[config.mk]
export PLATFORM = sky130hd
export DESIGN_NAME = mem_port_arbiter
export DESIGN_NICKNAME = d
export VERILOG_FILES = /design/src/rtl/mem_port_arbiter.sv
export SDC_FILE = /design/constraint.sdc
export NUM_CORES = 1
export LEC_CHECK = 0
export ABC_AREA = 1
export CAP_MARGIN = 10
export CORE_UTILIZATION = 40
export DETAILED_ROUTE_END_ITERATION = 12
export DONT_BUFFER_PORTS = 1
export HOLD_SLACK_MARGIN = 0.03
export PLACE_DENSITY = 0.54
export SLEW_MARGIN = 20
export SYNTH_ARGS = -nofsm -noshare
export SYNTH_HDL_FRONTEND = slang
export SYNTH_SLANG_ARGS = --single-unit
[constraint.sdc]
create_clock -name clk -period 1.73 [get_ports clk]
set_clock_uncertainty 0.2 [all_clocks]
set_input_delay 0.346 -clock clk [delete_from_list [all_inputs] [get_ports clk]]
set_output_delay 0.346 -clock clk [all_outputs]
set_load 0.05 [all_outputs]
[src/rtl/mem_port_arbiter.sv]
// Round-robin arbiter sharing one memory port between the CPU path (cpu_*) and the loader/debug port (ext_*).
// Latency: write ack 2 cycles after the request is seen in ARB, read ack 2+MEM_LAT cycles.
// Backpressure: requesters hold req until their ack; requests are only sampled while idle (ARB).
module mem_port_arbiter #(
  parameter int AW      = 8,
  parameter int DW      = 8,
  parameter int MEM_LAT = 1
) (
  input  logic          clk,
  input  logic          rst,
  input  logic          cpu_req,
  input  logic          cpu_we,
  input  logic [AW-1:0] cpu_addr,
  input  logic [DW-1:0] cpu_wdata,
  output logic          cpu_ack,
  output logic [DW-1:0] cpu_rdata,
  input  logic          ext_req,
  input  logic          ext_we,
  input  logic [AW-1:0] ext_addr,
  input  logic [DW-1:0] ext_wdata,
  output logic          ext_ack,
  output logic [DW-1:0] ext_rdata,
  output logic          mem_en,
  output logic          mem_we,
  output logic [AW-1:0] mem_addr,
  output logic [DW-1:0] mem_wdata,
  input  logic [DW-1:0] mem_rdata,
  output logic          busy,
  output logic          owner
);

  typedef enum logic [1:0] {
    ARB   = 2'd0,
    ISSUE = 2'd1,
    WAIT  = 2'd2,
    DONE  = 2'd3
  } state_t;

  localparam int CW = 3;

  state_t        state_q, state_d;
  logic          last_owner_q;
  logic          owner_q;
  logic          we_q;
  logic [AW-1:0] addr_q;
  logic [DW-1:0] wdata_q;
  logic [DW-1:0] rdata_q;
  logic [CW-1:0] cnt_q;
  logic          any_req;
  logic          pick_ext;

  always_comb begin
    any_req  = cpu_req | ext_req;
    // on a tie the side that did not own the previous transaction wins
    pick_ext = ext_req & (~cpu_req | ~last_owner_q);
  end

  always_ff @(posedge clk) begin
    if (rst) begin
      state_q <= ARB;
    end else begin
      state_q <= state_d;
    end
  end

  always_comb begin
    state_d = state_q;
    case (state_q)
      ARB:     if (any_req) state_d = ISSUE;
      ISSUE:   state_d = we_q ? DONE : WAIT;
      WAIT:    if (cnt_q == '0) state_d = DONE;
      DONE:    state_d = ARB;
      default: state_d = ARB;
    endcase
  end

  always_ff @(posedge clk) begin
    if (rst) begin
      last_owner_q <= 1'b1;
      owner_q      <= 1'b0;
      we_q         <= 1'b0;
      addr_q       <= '0;
      wdata_q      <= '0;
      rdata_q      <= '0;
      cnt_q        <= '0;
    end else begin
      case (state_q)
        ARB: begin
          if (any_req) begin
            owner_q <= pick_ext;
            we_q    <= pick_ext ? ext_we    : cpu_we;
            addr_q  <= pick_ext ? ext_addr  : cpu_addr;
            wdata_q <= pick_ext ? ext_wdata : cpu_wdata;
          end
        end
        ISSUE: begin
          if (!we_q) cnt_q <= CW'(MEM_LAT - 1);
        end
        WAIT: begin
          // counter reaches zero exactly MEM_LAT cycles after the strobe
          if (cnt_q == '0) begin
            rdata_q <= mem_rdata;
          end else begin
            cnt_q <= cnt_q - CW'(1);
          end
        end
        DONE: begin
          last_owner_q <= owner_q;
        end
        default: ;
      endcase
    end
  end

  always_comb begin
    mem_en    = (state_q == ISSUE);
    mem_we    = mem_en & we_q;
    mem_addr  = addr_q;
    mem_wdata = wdata_q;
    busy      = (state_q != ARB);
    owner     = owner_q;
    cpu_ack   = (state_q == DONE) & ~owner_q;
    ext_ack   = (state_q == DONE) &  owner_q;
    cpu_rdata = cpu_ack ? rdata_q : '0;
    ext_rdata = ext_ack ? rdata_q : '0;
  end

endmodule

==> results.sh, run 1 <==
export IMPL_period_share=1.16
export IMPL_crit_chain="ha_4, buf_4, buf_6, nand2_4, buf_12, nor2_4, buf_12"
export IMPL_die_w_um=67.6
export IMPL_grt_use_total=0.219
export IMPL_required_ns=1.18
export IMPL_cellPowerDensity_nw_per_um2=1560
export IMPL_clk_latency_ns=0.29
export IMPL_crit_arrival_ns=1.46
export IMPL_drt_pass1_iter_count=4
export IMPL_wl_mm=5.23
export IMPL_period_needed_ns=2.00
export IMPL_fmax_mhz=500
export IMPL_wl_per_cell_um=14.4
export IMPL_cts_made_buffers=5
export IMPL_clockBufferDepth=2
export IMPL_final_nets=366
export IMPL_slowest_stage="dfxtp_4"
export IMPL_grt_pass1_wl_mm=7.28
export IMPL_synth_cell_types=19
export IMPL_syn2layout_area_growth_pct=77.4
export IMPL_synth_net_count=298
export IMPL_cpPeakStageDelay_ns=0.36
export IMPL_fin_util=0.753
export IMPL_status="complete, but fails checks"
export IMPL_cp_start_kind="flop"
export IMPL_rows=23
export IMPL_start_util=0.425
export IMPL_final_antenna_net_count=0
export IMPL_final_common_cell="nand2_1"
export IMPL_crit_top_cell="buf_12"
export IMPL_leakagePower_nw=1.30
export IMPL_dieArea_um2=4570
export IMPL_first_global_vias=1573
export IMPL_rsz0062_at_grt="yes"
export IMPL_io_buffers=0
export IMPL_crit_family="buffers and inverters"
export IMPL_die_h_um=67.6
export IMPL_end_kind="output pin"
export IMPL_slew_violations=0
export IMPL_crit_buf_inv=4
export IMPL_crit_fanout=8
export IMPL_yosys_warnings=0
export IMPL_stdcell_area_um2=3060
export IMPL_worst_pin_slew_ns=0.538
export IMPL_final_hold_worst_slack_ns=0.0380
export IMPL_antenna_found_initial=0
export IMPL_worst_slack_ns=-0.272
export IMPL_hold_class="input port to flop"
export IMPL_grt_start_max_net_pins=35
export IMPL_slew_headroom=0.641
export IMPL_io_pins=84
export IMPL_final_cell_mix="35 x nand2_1, 29 x dfxtp_1"
export IMPL_cts_root_buf="clkbuf_8"
export IMPL_dp_hpwl_mm=2.93
export IMPL_placeableCoreArea_um2=4060
export IMPL_worstSetupPathType="flop to output pin"
export IMPL_avgSynthCellArea_um2=7.03
export IMPL_pre_cts_slack_ns=0.00748
export IMPL_tritoncts="done"
export IMPL_route_detailed_drc=0
export IMPL_drive_above_1_share=0.455
export IMPL_drtIter0Drc=71
export IMPL_violations="negative setup slack"
export IMPL_vias=1799
export IMPL_ys_seq_elements=32
export IMPL_setup_viol=38
export IMPL_ir_drop_mv=0.989
export IMPL_syn_area_um2=1720
export IMPL_ys_seq_area_frac=0.372
export IMPL_syn_inst=245
export IMPL_vias_per_cell=4.94
export IMPL_cap_violations=0
export IMPL_cts_sinks=32
export IMPL_clk_pin_slew_ns=0.07
export IMPL_cts_htree_levels=2
export IMPL_gp_congestion=0.747
export IMPL_gr_total_overflow=0
export IMPL_finalHoldViolCount=0
export IMPL_dpl_cell_area_um2=2380
export IMPL_n_antenna_cell=0
[cell families (layout without fill, tap and decap cells)]
kind of cell	after synthesis	in the layout	synth area share
and+or+nand+nor	98	98	0.244
AOI/OAI and AO/OA	58	58	0.201
buffers and inverters	50	119	0.132
DFF	32	32	0.372
adders and majority gates	7	7	0.0508
[worst register-to-register path: cells and delay by family, from the launching register on]
family | cells | cell delay, ns
compound gates | 1 | 0.05
buf+inv | 7 | 0.74
flops | 1 | 0.36
simple gates | 2 | 0.34
fa+ha+maj | 1 | 0.14
[what timing repair did]
| action | in CTS | in global routing |
|---|---|---|
| setup buffers | 6 | 5 |
| pin swaps | 5 | 5 |
| endpoints found under the hold margin | 21 | 1 |
| resized for setup | 30 | 48 |
| cloned | 0 | 5 |
| setup endpoints to repair | 20 | 50 |
| hold buffers | 20 | 1 |
[path summary, 6_finish.rpt]
kind / startpoint / to / slack, ns / depth (start not counted)
setup / recovery: state_q[1] / ext_rdata[7] / -0.27 / 7
hold / removal: ext_wdata[2] / mem_wdata[2] / 0.04 / 2
setup reg to reg: state_q[1] / mem_addr[7] / -0.20 / 11
hold reg to reg: cnt_q[1] / cnt_q[1] / 0.27 / 2
[registers in the layout, summed over array words and instances, names as in the netlist]
register and count:
cnt_q 3, last_owner_q 1, mem_addr 8, mem_wdata 8, owner 1, rdata_q 8
state_q 2, we_q 1
[metal layers]
layer / up-vias / wire length (µm) / global-route usage
li1: 909 / - / -
met1: 810 / 2160 / 0.258
met2: 72 / 2540 / 0.356
met3: 8 / 431 / 0.0777
met4: 0 / 99 / 0.0904
met5: - / 0 / 0
[stage by stage]
| step | std cells | total power (W) | TNS, ns |
|---|---|---|---|
| global route | 364 | 0.00502 | -9.85 |
| detailed placement | 319 | 0.00330 | 0 |
| finish | 364 | 0.00477 | -7.53 |
| global placement | 319 | 0.00328 | 0 |
| floorplan | 245 | 0.00287 | -5.92 |
| CTS | 353 | 0.00423 | -3.97 |
[cell usage after synthesis]
master	number	area [µm²]
nor2_4	1	11.3
ha_1	7	87.6
nor2_2	1	6.26
o21ai_0	20	100
nor2_1	23	86.3
dfxtp_1	32	641
buf_6	4	45.0
inv_1	39	146
inv_2	1	3.75
buf_4	1	7.51
a21oi_1	18	90.1
o21ai_1	5	25.0
nand2_1	49	184
clkbuf_2	1	5.00
nand3_1	22	110
o21ai_2	2	17.5
buf_2	4	20.0
a21oi_2	13	114
nand2_4	2	22.5
[power breakdown]
| group | internal [W] | switching [W] |
|---|---|---|
| clock network | 0.000363 | 0.000282 |
| registers | 0.00102 | 0.000596 |
| logic | 0.00111 | 0.00140 |
[layout make-up]
cell class	instances	area [µm²]
flip-flops and latches	32	649
repair buffers	71	953
fillers	291	1000
clock buffers	8	100
multi-input cells	163	1130
well taps	50	62.6
inverters	40	164
Note: power is estimated with default switching activity, not from simulation.
==> inputs of run 2 (changes only) <==
--- a/config.mk
+++ b/config.mk
@@ -5,13 +5,12 @@
 export SDC_FILE = /design/constraint.sdc
 export NUM_CORES = 1
 export LEC_CHECK = 0
-export ABC_AREA = 1
 export CAP_MARGIN = 10
-export CORE_UTILIZATION = 40
+export CORE_UTILIZATION = 46
 export DETAILED_ROUTE_END_ITERATION = 12
 export DONT_BUFFER_PORTS = 1
 export HOLD_SLACK_MARGIN = 0.03
-export PLACE_DENSITY = 0.54
+export PLACE_DENSITY = 0.61
 export SLEW_MARGIN = 20
 export SYNTH_ARGS = -nofsm -noshare
 export SYNTH_HDL_FRONTEND = slang
==> run 2 against run 1 <==
The flow still finishes with violations (negative setup slack). Worst setup slack improved by 0.091 ns. Design area decreased by 23%. Area after synthesis decreased by 3.3%. Sequential share of layout area grew 6.4 points. Cell count is 21% lower. Clock-buffer cell count is 2 lower. Register-to-register slack better by 0.26 ns. Fmax up 4.8%. Clock power decreased by 14%. Highest routed layer unchanged.
==> results.sh, run 2 <==
export IMPL_status="complete, but fails checks"
export IMPL_violations="negative setup slack"
export IMPL_leakagePower_nw=0.940
export IMPL_avgSynthCellArea_um2=8.42
export IMPL_io_buffers=0
export IMPL_final_nets=295
export IMPL_ir_drop_mv=1.35
export IMPL_gp_congestion=0.753
export IMPL_route_detailed_drc=0
export IMPL_met3_wirelength_um=268
export IMPL_async_reset_ff_frac=0
export IMPL_fmax_mhz=523
export IMPL_cts_root_buf="clkbuf_4"
export IMPL_slew_violations=0
export IMPL_finalHoldViolCount=0
export IMPL_crit_family="simple AND/OR/NAND/NOR gates"
export IMPL_wl_met1_mm=1.93
export IMPL_cts_htree_levels=2
export IMPL_syn2layout_area_growth_pct=41.7
export IMPL_grt_use_total=0.246
export IMPL_post_synth_top_area_cell="dfxtp_1"
export IMPL_worst_slack_ns=-0.181
export IMPL_cp_depth=4
export IMPL_crit_buf_inv=1
export IMPL_start_util=0.488
export IMPL_synth_area_top_cells="dfxtp_1 38%, a21oi_1 7.8%, a211oi_2 7.5%, nand2_1 5.9%, ha_1 5.3%"
export IMPL_crit_chain="ha_4, inv_4, nor2_4, and2_4"
export IMPL_worst_pin_slew_ns=0.544
export IMPL_setup_viol=21
export IMPL_worstHoldPathCells=2
export IMPL_syn_area_um2=1670
export IMPL_tritoncts="done"
export IMPL_die_h_um=62.2
export IMPL_cpPeakStageDelay_ns=0.38
export IMPL_io_pins=84
export IMPL_pre_cts_slack_ns=-0.0356
export IMPL_cap_violations=0
export IMPL_cellPowerDensity_nw_per_um2=1610
export IMPL_period_share=1.10
export IMPL_route_met2_wl_mm=2.29
export IMPL_placeableCoreArea_um2=3420
export IMPL_slowest_stage="dfxtp_4"
export IMPL_final_antenna_net_count=0
export IMPL_ys_seq_elements=32
export IMPL_clk_pin_slew_ns=0.10
export IMPL_drtIter0Drc=71
export IMPL_cp_start_kind="flop"
export IMPL_dr_max_layer_used="met4"
export IMPL_synth_top_area_frac=0.384
export IMPL_period_needed_ns=1.91
export IMPL_dieArea_um2=3870
export IMPL_design_power_total_w=0.00380
export IMPL_slew_headroom=0.637
export IMPL_wl_mm=4.56
export IMPL_final_cell_mix="32 x dlygate4sd3_1, 28 x dfxtp_1, 25 x nand2_1, 25 x a21oi_1, 20 x nor2_1"
export IMPL_first_global_vias=1645
export IMPL_drt_pass1_iter_count=4
export IMPL_synth_edff_count=0
export IMPL_dp_hpwl_mm=2.77
export IMPL_ys_seq_area_frac=0.384
export IMPL_gr_total_overflow=0
export IMPL_syn_inst=198
export IMPL_crit_arrival_ns=1.36
export IMPL_yosys_most_used_dff="dfxtp_1"
export IMPL_cts_made_buffers=5
export IMPL_required_ns=1.18
export IMPL_antenna_found_initial=0
export IMPL_hold_class="input port to flop"
export IMPL_clk_latency_ns=0.33
export IMPL_yosys_cell_count_top_type="dfxtp_1"
export IMPL_n_antenna_cell=0
export IMPL_worstSetupPathType="flop to output pin"
export IMPL_yosys_warnings=0
export IMPL_crit_fanout=6
export IMPL_vias_per_cell=5.49
export IMPL_drive_above_1_share=0.317
export IMPL_vias=1587
export IMPL_die_w_um=62.2
export IMPL_n_fill_cell=265
export IMPL_cts_sinks=32
export IMPL_final_common_cell="dlygate4sd3_1"
export IMPL_grt_start_max_net_pins=37
export IMPL_wl_per_cell_um=15.8
export IMPL_rows=21
export IMPL_synth_cell_types=30
export IMPL_end_kind="output pin"
export IMPL_synth_commonest_cells="32 x dfxtp_1, 26 x a21oi_1, 26 x nand2_1"
export IMPL_rsz0062_at_grt="yes"
export IMPL_grt_pass1_wl_mm=7.48
export IMPL_clockBufferDepth=2
export IMPL_rr_worst_depth=5
export IMPL_synth_net_count=251
run 2: cell types whose count changed after synthesis, moves of 3 or more:
cell / previous run / this run
clkbuf_1: 0 / 5
and2_1: 0 / 9
and3_1: 0 / 9
inv_1: 39 / 8
nand2_1: 49 / 26
nand2b_1: 0 / 3
o21ai_1: 5 / 0
o21ai_0: 20 / 0
a211oi_1: 0 / 7
a21oi_2: 13 / 0
a211oi_2: 0 / 10
nand3_1: 22 / 9
a21oi_1: 18 / 26
or2_2: 0 / 3
run 2: final timing paths:
check / end / slack [ns] / from
setup / recovery: cpu_rdata[0] / -0.18 / state_q[1]
hold / removal: mem_addr[0] / 0.07 / ext_addr[0]
setup reg to reg: state_q[0] / 0.06 / state_q[0]
hold reg to reg: rdata_q[0] / 0.28 / rdata_q[0]
run 2: logic make-up (layout without fill, tap and decap cells):
| kind of cell | count (synthesis) | count (layout) | synth area share |
|---|---|---|---|
| buffers and inverters | 21 | 65 | 0.0736 |
| AND/OR/NAND/NOR | 83 | 84 | 0.233 |
| multiplexers | 1 | 1 | 0.00601 |
| adder cells (fa/ha/maj) | 7 | 7 | 0.0526 |
| flip-flops | 32 | 32 | 0.384 |
| AO/OA/AOI/OAI | 54 | 54 | 0.250 |
run 2: stage by stage:
step	utilization	TNS, ns	cells	area, µm²	hold WS (ns)
after CTS	0.666	-3.04	286	2270	0.0451
final	0.691	-2.85	289	2360	0.0673
after detailed placement	0.527	-0.122	241	1800	0.211
after floorplan	-	-0.502	198	1740	0.245
after global placement	0.527	0	241	1800	0.210
after global routing	0.691	-4.03	289	2360	0.0703
run 2: power by group:
part | leakage, nW | total [W] | switching (W) | internal, W
Clock | 0.0422 | 0.000556 | 0.000253 | 0.000303
Combinational | 0.632 | 0.00166 | 0.000941 | 0.000723
Sequential | 0.266 | 0.00158 | 0.000622 | 0.000954
run 2: what timing repair did:
| item | 4_1_cts | 5_1_grt |
|---|---|---|
| endpoints found under the setup margin | 36 | 43 |
| buffers inserted | 3 | 3 |
| gates cloned | 1 | 0 |
| hold buffers | 33 | 0 |
| pin swaps | 14 | 8 |
| endpoints found under the hold margin | 32 | 0 |
| gates resized for setup | 11 | 17 |
run 2: area by class of cell:
cell class / instances / area [µm²] / area share
repair buffers: 49 / 497 / 0.210
well taps: 46 / 57.6 / 0.0244
clock buffers: 6 / 41.3 / 0.0175
clock inverters: 2 / 35.0 / 0.0148
multi-input cells: 146 / 1040 / 0.441
flip-flops and latches: 32 / 653 / 0.277
inverters: 8 / 36.3 / 0.0154
run 2: layer usage:
layer,GRT usage,vias to the layer above
li1,-,778
met2,0.430,64
met4,0.0930,0
met1,0.283,738
met5,0,-
met3,0.0680,7
==> inputs of run 3 (changes only) <==
--- a/config.mk
+++ b/config.mk
@@ -5,11 +5,10 @@
 export SDC_FILE = /design/constraint.sdc
 export NUM_CORES = 1
 export LEC_CHECK = 0
-export CAP_MARGIN = 10
+export CORE_ASPECT_RATIO = 0.7
 export CORE_UTILIZATION = 46
 export DETAILED_ROUTE_END_ITERATION = 12
 export DONT_BUFFER_PORTS = 1
-export HOLD_SLACK_MARGIN = 0.03
 export PLACE_DENSITY = 0.61
 export SLEW_MARGIN = 20
 export SYNTH_ARGS = -nofsm -noshare
==> run 3 against run 2 <==
The run still ends with negative setup slack left. Worst setup slack improved by 0.088 ns. Flip-flop and latch count is the same. First-iteration DRC count fell by 15%. Clock power shrank 10%. Sequential power barely moved. Sequential share of layout area increased by 3.9 points. Cell count down 11%. Clock-buffer cell count shrank 1. Die area grew 0.10%. Largest cell class unchanged. Largest power group unchanged. Highest routed layer unchanged.
==> results.sh, run 3 (same netlist as run 2, synthesis figures left out) <==
export IMPL_placeableCoreArea_um2=3300
export IMPL_gp_congestion=0.834
export IMPL_ir_drop_mv=0.978
export IMPL_drtIter0Drc=60
export IMPL_start_util=0.506
export IMPL_crit_chain="inv_2, ha_2, nand2_2, clkinvlp_4, buf_12"
export IMPL_intPower_w=0.00192
export IMPL_dpl_cell_area_um2=1810
export IMPL_worst_slack_ns=-0.0925
export IMPL_grt_pass1_wl_mm=6.23
export IMPL_first_global_vias=1390
export IMPL_final_cell_mix="29 x dfxtp_1, 25 x nand2_1, 25 x a21oi_1"
export IMPL_tritoncts="done"
export IMPL_crit_fanout=3
export IMPL_cellPowerDensity_nw_per_um2=1790
export IMPL_clk_pin_slew_ns=0.06
export IMPL_dr_max_layer_used="met4"
export IMPL_comb_power_share=0.440
export IMPL_antenna_found_initial=0
export IMPL_wl_per_cell_um=16.2
export IMPL_dp_hpwl_mm=2.88
export IMPL_cts_made_buffers=5
export IMPL_hold_class="input port to flop"
export IMPL_final_nets=265
export IMPL_fmax_mhz=549
export IMPL_final_common_cell="dfxtp_1"
export IMPL_route_detailed_drc=0
export IMPL_die_h_um=52.4
export IMPL_clk_latency_ns=0.27
export IMPL_dp_cells=241
export IMPL_period_share=1.05
export IMPL_crit_buf_inv=3
export IMPL_dieArea_um2=3870
export IMPL_leakagePower_nw=0.798
export IMPL_worstSetupPathType="flop to output pin"
export IMPL_design_power_total_w=0.00369
export IMPL_io_buffers=0
export IMPL_n_fill_cell=274
export IMPL_drt_pass1_iter_count=4
export IMPL_die_w_um=73.9
export IMPL_gr_total_overflow=0
export IMPL_worst_pin_slew_ns=0.726
export IMPL_wl_mm=4.17
export IMPL_grt_use_total=0.218
export IMPL_vias=1479
export IMPL_rsz0062_at_grt="yes"
export IMPL_switching_power_w=0.00177
export IMPL_violations="negative setup slack"
export IMPL_cap_violations=0
export IMPL_route_met2_wl_mm=1.96
export IMPL_finalHoldViolCount=0
export IMPL_n_antenna_cell=0
export IMPL_rows=17
export IMPL_wl_met1_mm=1.82
export IMPL_setup_viol=19
export IMPL_crit_family="flip-flops"
export IMPL_clockBufferDepth=2
export IMPL_cts_sinks=32
export IMPL_met3_wirelength_um=355
export IMPL_grt_start_max_net_pins=31
export IMPL_cts_root_buf="clkbuf_8"
export IMPL_slew_violations=0
export IMPL_status="complete, but fails checks"
export IMPL_crit_arrival_ns=1.28
export IMPL_end_kind="output pin"
export IMPL_final_antenna_net_count=0
export IMPL_vias_per_cell=5.75
export IMPL_drive_above_1_share=0.357
export IMPL_fin_tns_setup_ns=-0.958
export IMPL_syn2layout_area_growth_pct=23.6
export IMPL_pwr_share_seq=0.425
export IMPL_slew_headroom=0.516
export IMPL_slowest_stage="dfxtp_4"
export IMPL_io_pins=84
export IMPL_cp_start_kind="flop"
export IMPL_stdcell_count=257
export IMPL_stdcell_area_um2=2060
export IMPL_period_needed_ns=1.82
export IMPL_p_clk_frac=0.135
export IMPL_cpPeakStageDelay_ns=0.37
export IMPL_netSwitchingFraction=0.480
export IMPL_required_ns=1.18
export IMPL_cts_htree_levels=2
## run 3: metal layers
layer | vias to the layer above | global-route usage
met5 | - | 0
met4 | 0 | 0.0673
met3 | 4 | 0.0788
met2 | 65 | 0.376
met1 | 700 | 0.251
li1 | 710 | -
## run 3: power by group through the flow
stage	clock, W	combinational (W)	sequential, W
after CTS	0.000520	0.00157	0.00156
after detailed placement	0	0.00142	0.00157
after floorplan	0	0.00111	0.00154
final	0.000498	0.00163	0.00157
after global placement	0	0.00135	0.00156
after global routing	0.000543	0.00176	0.00159
## run 3: cell type report
cell class | count | area [µm²] | share of cell area
Sequential cell | 32 | 649 | 0.315
Multi-Input combinational cell | 146 | 1040 | 0.505
Clock buffer | 5 | 68.8 | 0.0334
Timing Repair Buffer | 19 | 206 | 0.100
Tap cell | 47 | 58.8 | 0.0286
Inverter | 8 | 36.3 | 0.0176
## run 3: path summary, 6_finish.rpt
| check | start | end | slack [ns] | cells past startpoint |
|---|---|---|---|---|
| min | mem_rdata[2] | rdata_q[2] | 0.01 | 2 |
| max reg2reg | state_q[0] | state_q[0] | -0.02 | 6 |
| max | state_q[1] | mem_we | -0.09 | 5 |
| min reg2reg | rdata_q[3] | rdata_q[3] | 0.27 | 2 |
## run 3: through the flow
step	hold WS, ns	utilization	setup WS [ns]
5_1_grt	0.00357	0.625	-0.139
4_1_cts	0.00438	0.606	-0.107
6_report	0.0142	0.625	-0.0925
3_3_place_gp	0.211	0.548	0.0929
2_1_floorplan	0.245	-	-0.0677
3_5_place_dp	0.214	0.548	0.00466
## run 3: what timing repair did
item / CTS / global route
hold buffers: 2 / 0
gates resized for setup: 16 / 11
endpoints found under the setup margin: 23 / 26
endpoints found under the hold margin: 30 / 0
pin swaps: 15 / 7
gates cloned: 1 / 0
setup buffers: 5 / 3
